--- src/rtl/seg_scan_driver.sv ---
// Five-digit time-multiplexed seven-segment scan driver.
// Snapshots D5..D1 once per frame, decodes the selected digit to a glyph and
// inserts a blank interval at the start of every digit slot.
// Optional feature macro: LEADING_ZERO_BLANK_EN (darkens leading zeros on D5..D2).
`timescale 1ns/1ps

module seg_scan_driver #(
    parameter int unsigned SCAN_DIV     = 1000,
    parameter int unsigned BLANK_CYCLES = 8
) (
    input  logic       sysclk,
    input  logic       reset,
    input  logic [3:0] D5_in,
    input  logic [3:0] D4_in,
    input  logic [3:0] D3_in,
    input  logic [3:0] D2_in,
    input  logic [3:0] D1_in,
    output logic [6:0] seg,
    output logic [4:0] an,
    output logic       frame_start
);

    localparam int unsigned T_W    = (SCAN_DIV > 2) ? $clog2(SCAN_DIV) : 1;
    localparam int unsigned CODE_W = 4;
    localparam int unsigned NDIG   = 5;

    logic [T_W-1:0]                t_cnt;
    logic [2:0]                    dig_idx;
    logic [NDIG-1:0][CODE_W-1:0]   shadow;     // [4]=D5 .. [0]=D1

    logic                          t_wrap_c;
    logic                          snap_c;
    logic [NDIG-1:0]               lz_blank_c;
    logic [CODE_W-1:0]             cur_code_c;
    logic                          cur_lz_c;
    logic [NDIG-1:0]               onehot_c;
    logic [6:0]                    glyph_c;
    logic [NDIG-1:0]               an_c;
    logic [6:0]                    seg_c;

    // Slot-counter wrap and frame snapshot strobe
    always_comb begin
        t_wrap_c = (t_cnt == T_W'(SCAN_DIV - 1));
        snap_c   = (t_cnt == '0) && (dig_idx == 3'd0);
    end

`ifdef LEADING_ZERO_BLANK_EN
    function automatic logic zero_or_blank(input logic [CODE_W-1:0] c);
        return (c == 4'd0) || (c == 4'd15);
    endfunction

    // Leading-zero detection on the frame snapshot; D1 always shows
    always_comb begin
        lz_blank_c    = '0;
        lz_blank_c[4] = (shadow[4] == 4'd0);
        lz_blank_c[3] = (shadow[3] == 4'd0) && zero_or_blank(shadow[4]);
        lz_blank_c[2] = (shadow[2] == 4'd0) && zero_or_blank(shadow[4])
                        && zero_or_blank(shadow[3]);
        lz_blank_c[1] = (shadow[1] == 4'd0) && zero_or_blank(shadow[4])
                        && zero_or_blank(shadow[3]) && zero_or_blank(shadow[2]);
    end
`else
    assign lz_blank_c = '0;
`endif

    // Select the active digit's code, blank flag and enable position
    always_comb begin
        cur_code_c = 4'd15;
        cur_lz_c   = 1'b0;
        onehot_c   = '0;
        case (dig_idx)
            3'd0: begin cur_code_c = shadow[0]; cur_lz_c = lz_blank_c[0]; onehot_c = 5'b00001; end
            3'd1: begin cur_code_c = shadow[1]; cur_lz_c = lz_blank_c[1]; onehot_c = 5'b00010; end
            3'd2: begin cur_code_c = shadow[2]; cur_lz_c = lz_blank_c[2]; onehot_c = 5'b00100; end
            3'd3: begin cur_code_c = shadow[3]; cur_lz_c = lz_blank_c[3]; onehot_c = 5'b01000; end
            3'd4: begin cur_code_c = shadow[4]; cur_lz_c = lz_blank_c[4]; onehot_c = 5'b10000; end
            default: ;
        endcase
    end

    // Glyph decode: decimal digits, dash for 10..14, dark for 15
    always_comb begin
        glyph_c = 7'h00;
        case (cur_code_c)
            4'd0:  glyph_c = 7'h3F;
            4'd1:  glyph_c = 7'h06;
            4'd2:  glyph_c = 7'h5B;
            4'd3:  glyph_c = 7'h4F;
            4'd4:  glyph_c = 7'h66;
            4'd5:  glyph_c = 7'h6D;
            4'd6:  glyph_c = 7'h7D;
            4'd7:  glyph_c = 7'h07;
            4'd8:  glyph_c = 7'h7F;
            4'd9:  glyph_c = 7'h6F;
            4'd15: glyph_c = 7'h00;
            default: glyph_c = 7'h40;
        endcase
    end

    // Next slot output: dark during the anti-ghost interval or for blanked digits
    always_comb begin
        an_c  = '0;
        seg_c = '0;
        if ((t_cnt >= T_W'(BLANK_CYCLES)) && (cur_code_c != 4'd15) && !cur_lz_c) begin
            an_c  = onehot_c;
            seg_c = glyph_c;
        end
    end

    // Counters, frame snapshot and registered outputs
    always_ff @(posedge sysclk) begin
        if (reset) begin
            t_cnt       <= '0;
            dig_idx     <= 3'd0;
            shadow      <= '0;
            an          <= '0;
            seg         <= '0;
            frame_start <= 1'b0;
        end else begin
            t_cnt <= t_wrap_c ? '0 : t_cnt + T_W'(1);
            if (t_wrap_c) begin
                dig_idx <= (dig_idx == 3'd4) ? 3'd0 : dig_idx + 3'd1;
            end
            if (snap_c) begin
                shadow <= {D5_in, D4_in, D3_in, D2_in, D1_in};
            end
            frame_start <= snap_c;
            an          <= an_c;
            seg         <= seg_c;
        end
    end

endmodule
--- config.mk ---
export PLATFORM = sky130hd
export DESIGN_NAME = seg_scan_driver
export DESIGN_NICKNAME = d
export VERILOG_FILES = /design/src/rtl/seg_scan_driver.sv
export SDC_FILE = /design/constraint.sdc
export NUM_CORES = 1
export LEC_CHECK = 0
export CORE_MARGIN = 10
export CORE_UTILIZATION = 30
export CTS_CLUSTER_DIAMETER = 120
export CTS_CLUSTER_SIZE = 20
export DETAILED_ROUTE_END_ITERATION = 7
export GPL_TIMING_DRIVEN = 1
export HOLD_SLACK_MARGIN = 0.02
export SYNTH_ARGS = -nofsm -noshare
export SYNTH_HDL_FRONTEND = slang
export SYNTH_SLANG_ARGS = --single-unit
--- constraint.sdc ---
create_clock -name sysclk -period 2.32 [get_ports sysclk]
set_input_delay 0.348 -clock sysclk [delete_from_list [all_inputs] [get_ports sysclk]]
set_output_delay 0.348 -clock sysclk [all_outputs]
set_load 0.01 [all_outputs]
==> results.json <==
{
  "crit_fanout": 6,
  "post-route-min-period_ns": 2.18,
  "slew_viol_final": 0,
  "finClkSkew_ns": 0.00325,
  "rr_worst_depth": 8,
  "hold_viol": 0,
  "synth_cell_types": 42,
  "die-area_um2": 10500,
  "drtIter0Drc": 92,
  "pwr_density_cell_nw_per_um2": 673,
  "die_h_um": 103,
  "fin_util": 0.403,
  "yosys.area.top_type": "dfxtp_1",
  "worstSetupEndpoint": "seg[0]",
  "place_congestion": 0.810,
  "yosysWarningCount": 0,
  "ys_ff_latch": 46,
  "worst_slew_pin_slew_ns": 0.640,
  "grt_usage": 0.0918,
  "drtAntennaViolNets": 0,
  "rrSetupSlack_ns": 0.14,
  "crit_top_cell": "inv_1",
  "first_pass_iters": 4,
  "clock_sinks": 46,
  "holdBufCountCts": 0,
  "final.period_utilization": 0.941,
  "yosys.area.top_type_share": 0.450,
  "outcome": "completed",
  "die_w_um": 103,
  "cts_tree": "done",
  "wl_per_cell_um": 13.5,
  "max-clock-path-buffers": 2,
  "cap_violations": 0,
  "cp-start-kind": "flip-flop",
  "worst_path_max_delay_cell": "o211ai_1",
  "grt_start_max_net_pins": 29,
  "h-tree-depth": 2,
  "num_io_pins": 35,
  "p_leak_nw": 1.11,
  "vias": 1550,
  "cts_root_buffer": "clkbuf_8",
  "hold_class": "reg2reg",
  "setup_viol": 0,
  "ys_seq_area_frac": 0.450,
  "crit_start": "dig_idx[0]",
  "route.detailed.drc": 0,
  "worstPathRequired_ns": 2.52,
  "cp_slowest_stage_delay_ns": 0.44,
  "overflow": 0,
  "grt_pass1_vias": 1606,
  "avgSynthCellArea_um2": 9.89,
  "synth.area.top_cells": "dfxtp_1, mux2i_1, nor2_1",
  "worstSetupPathType": "reg2reg",
  "syn_area_um2": 2050,
  "clock.fmax_mhz": 458,
  "io_buffer_count": 34,
  "coreArea_um2": 6720,
  "syn_inst": 207,
  "grt_pass1_wl_um": 7580,
  "max-vdd-ir-drop_v": 0.000255,
  "holdWs_ns": 0.474,
  "cp-end-kind": "flip-flop",
  "area_delta_synth_final_pct": 32.3,
  "viasPerCell": 4.70,
  "maxSlewHeadroom": 0.571,
  "path_cells": "inv_1 -> ha_2 -> a222oi_1 -> o211ai_1 -> inv_1 -> ha_1 -> and2_1 -> a2111oi_2",
  "wirelength_um": 4460,
  "cts.clk_slew.worst_paths_ns": 0.08,
  "fin_cells": 330,
  "antenna_found_initial": 0,
  "drive_gt1_frac": 0.148,
  "worstPathArrival_ns": 2.38,
  "dp_hpwl_um": 3330,
  "start_util": 0.305,
  "syn_nets": 241,
  "dp.cells": 321,
  "nNetsFinal": 283,
  "clkLatencyLatePin_ns": 0.30,
  "worstReg2RegStart": "dig_idx[0]",
  "std_cell_rows": 30,
  "diodes": 0,
  "r2r_end": "seg[0]",
  "cts_buffers": 5
}
==> worst max-delay path, delay by kind of cell, from the launching register on <==
family                     cells  cell delay (ns)
adders and majority gates      2             0.47
buffers and inverters          2             0.30
and+or+nand+nor                1             0.14
DFF                            1             0.37
AOI/OAI and AO/OA              3             0.81
==> placed cells by master, fill, tap and decap left out, types with 2 or more instances in the layout <==
cell type and count:
xor2_1 4, ha_4 3, ha_2 2, buf_4 9, and3_1 4, nor4_2 2
a22oi_1 2, a21o_1 2, nand2_1 5, inv_1 9, ha_1 7, or2_2 3
a222oi_1 4, nor2_1 41, bufinv_16 2, clkbuf_8 6, and2_1 4, dfxtp_1 44
nand3_1 5, o211ai_1 2, a21oi_1 4, clkdlybuf4s50_1 34, mux2i_1 25, xnor2_1 4
==> cells by family after synthesis <==
family | Yosys count | synth area share
fa+ha+maj | 12 | 0.0733
simple gates | 73 | 0.181
xor+xnor | 8 | 0.0342
flops | 46 | 0.450
buf+inv | 17 | 0.0391
mux | 25 | 0.122
compound gates | 26 | 0.101
==> registers in the layout, summed over array words and instances (netlist names) <==
register	cells
t_cnt	10
dig_idx	3
shadow	20
frame_start	1
seg	7
an	5
==> synthesized netlist by cell type <==
cell and n:
dfxtp_1 46, a222oi_1 4, a21o_1 2, and3_1 4
o221a_1 1, nand2_1 5, mux2i_1 25, o21bai_1 1
nor2_1 41, nand4_1 1, nand2_2 1, nor3_1 1
or4_4 1, a211oi_2 1, a22oi_1 2, inv_1 9
xnor2_1 4, a2111oi_2 1, nor4_2 1, a31oi_1 1
buf_6 2, ha_1 12, nor2b_1 1, o21ai_0 1
nand4_2 1, o22ai_1 1, a22o_1 1, buf_2 1
and2_1 5, a211oi_1 1, o211ai_1 2, clkbuf_1 5
a21oi_1 4, o21ai_1 1, xor2_1 4, or2_2 3
a21boi_0 1, nor4_1 1, nor3_2 1, a211o_1 1
nor4_4 1, nand3_1 5
==> per-layer routing <==
layer | track usage | vias to the layer above | part of all wire
met5 | 0 | - | 0
met1 | 0.102 | 726 | 0.44
li1 | - | 798 | -
met2 | 0.155 | 20 | 0.48
met4 | 0.0390 | 0 | 0.017
met3 | 0.0335 | 6 | 0.061
==> layout make-up <==
| class | count | area [um^2] |
|---|---|---|
| clock buffer | 6 | 82.6 |
| clock inverter | 2 | 60.1 |
| fill | 646 | 4010 |
| inverter | 9 | 33.8 |
| multi-input combinational | 144 | 1100 |
| sequential | 46 | 926 |
| tap | 80 | 100 |
| timing repair buffer | 43 | 408 |
==> worst min-delay path by stage <==
stage               slack (ns)      from  cells after the start        to
finish                    0.47  t_cnt[0]                      1  t_cnt[0]
global route              0.51  t_cnt[0]                      1  t_cnt[0]
CTS                       0.48  t_cnt[0]                      1  t_cnt[0]
detailed placement        0.46  t_cnt[0]                      1  t_cnt[0]
global placement          0.45  t_cnt[0]                      1  t_cnt[0]
floorplan                 0.43  t_cnt[0]                      1  t_cnt[0]
==> power by group <==
group / switching, mW / leakage [nW] / total [mW] / internal (mW)
clock network: 0.269 / 0.0714 / 0.728 / 0.459
logic: 0.114 / 0.658 / 0.238 / 0.125
registers: 0.0276 / 0.377 / 0.856 / 0.828
==> through the flow <==
step / setup slack (ns) / setup TNS, ns / area [um^2] / power (mW)
after floorplan: 0.136 / 0 / 2050 / 1.03
after global placement: 0.105 / 0 / 2500 / 1.11
after detailed placement: 0.0743 / 0 / 2500 / 1.11
after CTS: 0.0490 / 0 / 2650 / 1.84
after global routing: -0.0229 / -0.0229 / 2710 / 1.90
final: 0.136 / 0 / 2710 / 1.82
==> timing repair <==
item                                    in CTS  in global routing
gates resized for setup                      0                 13
buffers inserted                             0                  1
endpoints found under the setup margin       0                 10
Note: power is estimated with default switching activity, not from simulation.
